[src/rtl/fetch_pkg.sv]
// Shared types for the instruction fetch slice: address/word widths, halt word, FSM states.
package fetch_pkg;

  localparam int unsigned PC_W    = 8;
  localparam int unsigned INSTR_W = 16;

  typedef logic [PC_W-1:0]    pc_t;
  typedef logic [INSTR_W-1:0] instr_t;

  // Word that stops fetching when captured.
  localparam instr_t HALT_CODE_DEF = 16'hFFFF;

  typedef enum logic {
    RUN  = 1'b0,
    HALT = 1'b1
  } state_t;

endpackage

[src/rtl/instr_fetch.sv]
// Instruction fetch stage: drives the ROM address, captures the returned word into a
// one-deep output slot with valid/ready handshake, stops on the halt word, and reloads
// the PC on redirect.
//
// Ports:
//   clk, rst            clock, synchronous active-high reset
//   pc_o                fetch address to the ROM (straight from the PC register)
//   code_i              ROM word at pc_o (combinational in the ROM)
//   instr_o/instr_pc_o  captured word and the address it came from
//   instr_valid_o       output slot holds a valid instruction
//   instr_ready_i       decode accepts instr_o this cycle
//   redirect_i          flush and reload PC from redirect_pc_i
//   halted_o            fetch is in HALT state
module instr_fetch
  import fetch_pkg::*;
#(
  parameter pc_t    RESET_PC  = 8'h00,
  parameter instr_t HALT_CODE = HALT_CODE_DEF
) (
  input  logic        clk,
  input  logic        rst,
  output logic [7:0]  pc_o,
  input  logic [15:0] code_i,
  output logic [15:0] instr_o,
  output logic [7:0]  instr_pc_o,
  output logic        instr_valid_o,
  input  logic        instr_ready_i,
  input  logic        redirect_i,
  input  logic [7:0]  redirect_pc_i,
  output logic        halted_o
);

  state_t state_q;
  state_t state_d;

  pc_t    pc_q;
  pc_t    pc_d;
  instr_t instr_q;
  instr_t instr_d;
  pc_t    ipc_q;
  pc_t    ipc_d;
  logic   valid_q;
  logic   valid_d;

  logic   slot_free;
  logic   is_halt_word;

  assign slot_free    = !valid_q || instr_ready_i;
  assign is_halt_word = (code_i == HALT_CODE);

  // State register.
  always_ff @(posedge clk) begin
    if (rst) begin
      state_q <= RUN;
    end else begin
      state_q <= state_d;
    end
  end

  // Next-state logic; redirect always returns to RUN.
  always_comb begin
    state_d = state_q;
    if (redirect_i) begin
      state_d = RUN;
    end else if (state_q == RUN && slot_free && is_halt_word) begin
      state_d = HALT;
    end
  end

  // Next values for PC and the output slot.
  always_comb begin
    pc_d    = pc_q;
    instr_d = instr_q;
    ipc_d   = ipc_q;
    valid_d = valid_q;
    if (redirect_i) begin
      // Flush: any presented instruction is dropped (or counted accepted if ready=1).
      pc_d    = redirect_pc_i;
      valid_d = 1'b0;
    end else if (slot_free) begin
      if (state_q == RUN) begin
        instr_d = code_i;
        ipc_d   = pc_q;
        valid_d = 1'b1;
        // Halt word is presented but the PC stays on it.
        if (!is_halt_word) begin
          pc_d = pc_q + 8'd1;
        end
      end else begin
        valid_d = 1'b0;
      end
    end
  end

  // Datapath registers.
  always_ff @(posedge clk) begin
    if (rst) begin
      pc_q    <= RESET_PC;
      instr_q <= 16'h0000;
      ipc_q   <= 8'h00;
      valid_q <= 1'b0;
    end else begin
      pc_q    <= pc_d;
      instr_q <= instr_d;
      ipc_q   <= ipc_d;
      valid_q <= valid_d;
    end
  end

  assign pc_o          = pc_q;
  assign instr_o       = instr_q;
  assign instr_pc_o    = ipc_q;
  assign instr_valid_o = valid_q;
  assign halted_o      = (state_q == HALT);

endmodule

[config.mk]
export PLATFORM = sky130hd
export DESIGN_NAME = instr_fetch
export DESIGN_NICKNAME = d
export VERILOG_FILES = /design/src/rtl/fetch_pkg.sv /design/src/rtl/instr_fetch.sv
export SDC_FILE = /design/constraint.sdc
export NUM_CORES = 1
export LEC_CHECK = 0
export ABC_AREA = 1
export ABC_CLOCK_PERIOD_IN_PS = 2000
export CAP_MARGIN = 25
export CORE_MARGIN = 2
export CORE_UTILIZATION = 46
export DETAILED_ROUTE_END_ITERATION = 6
export GPL_TIMING_DRIVEN = 0
export PLACE_DENSITY = 0.9
export SETUP_SLACK_MARGIN = 0.02
export SYNTH_ARGS = -nofsm -noshare
export SYNTH_HDL_FRONTEND = slang
export SYNTH_SLANG_ARGS = --single-unit
[constraint.sdc]
create_clock -name clk -period 2 [get_ports clk]
set_clock_uncertainty 0.1 [all_clocks]
set_input_delay 0.4 -clock clk [delete_from_list [all_inputs] [get_ports clk]]
set_output_delay 0.4 -clock clk [all_outputs]
set_load 0.05 [all_outputs]
After elaboration in Yosys (flattened, before gate mapping)
Index checks and enable logic that the tools add are counted.
- register bits: 34
- input port bits: 28
- output and inout port bits: 34
- logic and storage cells: 24
- add/subtract/negate cells: 1
- eq/ne operators: 3
- muxes and demuxes: 5
- bitwise gates (word level): 2
- reductions and logical operators: 8
- operator list (kind ; count):
    8-bit 2-to-1 mux ; 4
    16-bit equality test (second input constant) ; 1
    8-bit by 1-bit adder with 8-bit output (second input constant) ; 1
    3-bit AND reduction ; 2
    2-bit inequality test (second input constant) ; 2
    1-bit logical AND ; 2
    1-bit inverter ; 2
    2-bit nonzero test ; 1
    2-bit OR reduction ; 1
    1-bit logical NOT ; 1
    1-bit logical OR ; 1
    1-bit 2-to-1 mux ; 1

Logic depth before layout (Yosys ltp)
Gate-level depths: netlist of the first run.
- word-level depth: 5
- depth in mapped cells: 9
- mapped depth without buffers: 9

Worst setup path after synthesis of the first run
No wires, ideal clock.
- path kind: reg-to-reg
- start point: reg pc_q[1] (netlist: pc_o[1])
- end point: reg pc_q[6] (netlist: pc_o[6])
- library setup time: 112 ps
- data arrival time: 1548 ps
- data required time: 1788 ps
- path slack: 240 ps
- cell stages (with the launch flop): 9
- buffers on the path: 0
- clock period less this slack: 1760 ps
- cell sequence: dfxtp_1 ha_1 nand2_1 nor2_1 nand4_1 nand3_1 nand2_1 nor2_1 nor2_2
- word-level cells in the longest chain between the ends: 5
- RTL lines (element ; line ; RTL):
    from (decl) ; instr_fetch.sv:36 ; pc_t pc_q;
    from (signal assigned) ; instr_fetch.sv:103 ; pc_q <= pc_d;
    8-bit by 1-bit adder with 8-bit output ; instr_fetch.sv:87 ; pc_d = pc_q + 8'd1;
    8-bit 2-to-1 mux ; instr_fetch.sv:86 ; if (!is_halt_word) begin
    8-bit 2-to-1 mux ; instr_fetch.sv:81 ; if (state_q == RUN) begin
    8-bit 2-to-1 mux ; instr_fetch.sv:80 ; end else if (slot_free) begin
    8-bit 2-to-1 mux ; instr_fetch.sv:76 ; if (redirect_i) begin
Every way passes these cells. The select of a mux whose other input is x is not followed.
A chain may end at the register's enable or synchronous reset.

Worst setup path in the final report of the first run
- start point: reg pc_q[5] (netlist: pc_o[5])
- end point: out pc_o[5]
- RTL lines (element ; line ; RTL):
    to (decl) ; instr_fetch.sv:22 ; output logic [7:0] pc_o,
No word-level cell between the ends.

==> results of run 1 <==
flip-flops by register name (all words and copies together) (netlist names):
signal / count
pc_o: 8
instr_pc_o: 8
halted_o: 1
instr_valid_o: 1
instr_o: 16
where the power goes:
part	switching, µW	internal, µW
Combinational	308	166
Clock	209	133
Sequential	33.4	728
layout by cell type, fill, tap and decap left out, drive strengths merged, types with 2 or more instances in the layout:
master / count
clkbuf: 8
o21ai: 26
buf: 8
nand2: 40
clkdlybuf4s50: 26
inv: 13
nor2: 62
a21oi: 9
dlygate4sd2: 16
nand3: 11
dlymetal6s2s: 18
dfxtp: 34
nand3b: 2
path summary, 6_finish.rpt:
path	start	to	slack, ns
worst max-delay path	pc_o[5]	pc_o[5]	0.12
worst min-delay path	halted_o	instr_valid_o	0.38
worst max register to register	pc_o[1]	pc_o[6]	0.52
worst min register to register	halted_o	instr_valid_o	0.38
stage by stage:
stage | hold WS, ns | util [%] | worst slack [ns] | power [µW]
2_1_floorplan | 0.3691 | - | 0.2399 | 1082
3_3_place_gp | 0.3462 | 70.40 | 0.05498 | 1262
3_5_place_dp | 0.3707 | 70.40 | 0.04277 | 1268
4_1_cts | 0.3801 | 71.21 | 0.02402 | 1584
5_1_grt | 0.4136 | 72.66 | 0.04644 | 1659
6_report | 0.3757 | 72.66 | 0.1201 | 1577
routing by layer:
metal / vias up / GRT usage, % / wire length (µm)
met5: - / 0 / 0
met4: 0 / 8.207 / 54
met3: 6 / 6.303 / 254
met2: 61 / 39.70 / 1929
met1: 729 / 26.84 / 1741
li1: 820 / - / -
cell families after synthesis:
| family | share of synthesized area (%) |
|---|---|
| multiplexers | 0.6547 |
| flip-flops | 44.52 |
| adder cells (fa/ha/maj) | 0.8182 |
| AND/OR/NAND/NOR | 32.73 |
| AO/OA/AOI/OAI | 13.26 |
| XOR/XNOR | 0.5729 |
| buffers and inverters | 7.446 |
final cells by class:
class | instances | area share (%)
Buffer | 9 | 2.553
Multi-Input combinational cell | 158 | 32.57
Clock buffer | 7 | 1.998
Tap cell | 44 | 2.442
Timing Repair Buffer | 60 | 27.75
Inverter | 14 | 2.497
Sequential cell | 34 | 30.19
what timing repair did:
item	4_1_cts	5_1_grt
endpoints found under the hold margin	0	0
resized for setup	16	18
setup endpoints to repair	16	18
==> flow_metrics.py, run 1 <==
metrics = {
    "route": {
        "antenna_left": 0,
        "routedWlPerCell_um": 12.21,
        "drc_errors": 0,
        "drtPass1Iterations": 4,
        "drtIter0Drc": 119,
        "via_count": 1616,
        "viasPerCell": 4.957,
        "totalWireLength_mm": 3.979,
    },
    "clocking": {
        "numClockSinks": 34,
        "cts_root_buffer": "clkbuf_4",
        "cts.htree.levels": 2,
        "hold_buffers": 0,
        "clkSlewWorstSetupHoldPaths_ns": 0.10,
        "cts_buffer_depth": 2,
        "cts_made_buffers": 5,
        "cts_setup_buffers": 0,
        "cts_tree": "done",
        "insertion_delay_ns": 0.32,
    },
    "global_route": {
        "grt_pass1_vias": 1528,
        "antenna_found_initial": 0,
        "grt_pass1_wl_mm": 6.479,
        "grt_max_degree": 11,
        "overflow": 0,
        "grt_usage_pct": 22.85,
    },
    "worst_setup_path": {
        "cp_top_family": "buffers and inverters",
        "reg2reg_depth": 8,
        "crit_required_ns": 1.50,
        "worst-path-stages": 1,
        "cp-start-kind": "flip-flop",
        "cp_num_buf_inv": 1,
        "end_kind": "output pin",
        "critPathArrivalTime_ns": 1.38,
        "crit_path_max_fanout": 7,
        "crit_type": "reg -> out",
        "critical_path.max_stage_delay_ns": 0.57,
        "cp_cell_sequence": "dlygate4sd2_1",
        "slowest_stage": "dlygate4sd2_1",
    },
    "floorplan": {
        "dieArea_um2": 3801,
        "core_area_um2": 3103,
        "initial_core_util_pct": 49.27,
        "die_w_um": 61.65,
        "die_h_um": 61.65,
        "io_pins": 62,
        "fp-row-count": 20,
    },
    "yosys": {
        "synth_area_um2": 1529,
        "syn_inst": 215,
        "yosysMostFrequentCell": "nor2_1",
        "ys_types": 30,
        "synth_area_leaders": "dfxtp_1 45%, nor2_1 14%, nand2_1 9.3%",
        "ys.flop_type": "dfxtp_1",
        "synth-seq-cells": 34,
        "synth_async_sr_flop_share_pct": 0,
        "yosys-top-cells-count": "56 x nor2_1, 38 x nand2_1, 34 x dfxtp_1",
        "yosysTopAreaCell": "dfxtp_1",
        "synth_edf_count": 0,
        "synth_top_area_share_pct": 44.52,
        "ys_seq_area_share_pct": 44.52,
        "syn_avg_cell_area_um2": 7.111,
        "synth_nets": 244,
        "yosysWarnings": 0,
    },
    "flow_run": {
        "cap_violations": 0,
    },
    "worst_hold_path": {
        "hold_class": "reg -> reg",
        "worstHoldPathCells": 1,
    },
    "final_layout": {
        "layoutNonFillerInstCount": 326,
        "num-fill-cells": 269,
        "seqCellArea_um2": 680.7,
        "drive_above_1_share_pct": 8.865,
        "diodes": 0,
        "syn_to_final_growth_pct": 47.46,
        "final_area_um2": 2255,
        "multiInputGateArea_um2": 734.5,
        "nets": 311,
    },
    "timing": {
        "min_period_over_period_pct": 93.99,
        "rsz0062_at_grt": "no",
        "min_period_ns": 1.880,
        "worst_slew_pin_slew_ns": 0.5192,
        "setup_tns_ns": 0,
        "slew_viol_final": 0,
        "slew_headroom_pct": 65.33,
        "final-hold-violation-count": 0,
        "setup_viol": 0,
        "clock.fmax_mhz": 532.0,
    },
    "placed_design": {
        "placed_area_um2": 2185,
        "portBuffers": 60,
        "gp_congestion": 0.7898,
        "hpwl_mm": 2.904,
        "place_inst": 319,
    },
    "pwr": {
        "leakage_uw": 0.001281,
        "power_density_nw_per_um2": 699.5,
        "vdd_drop_max_v": 0.0005798,
    },
    "outcome": {
        "status": "finished clean",
    },
}
(Power assumes the default switching activity.)
==> run 2, diff against run 1 <==
Settings changed: CTS_CLUSTER_DIAMETER set to 80.
==> results of run 2 <==
The final DEF is identical to that of run 1; final timing and power are the same.
==> run 3, diff against run 2 <==
Settings changed: GPL_ROUTABILITY_DRIVEN set to 0.
==> results of run 3 <==
The final DEF is identical to that of run 1; final timing and power are the same.
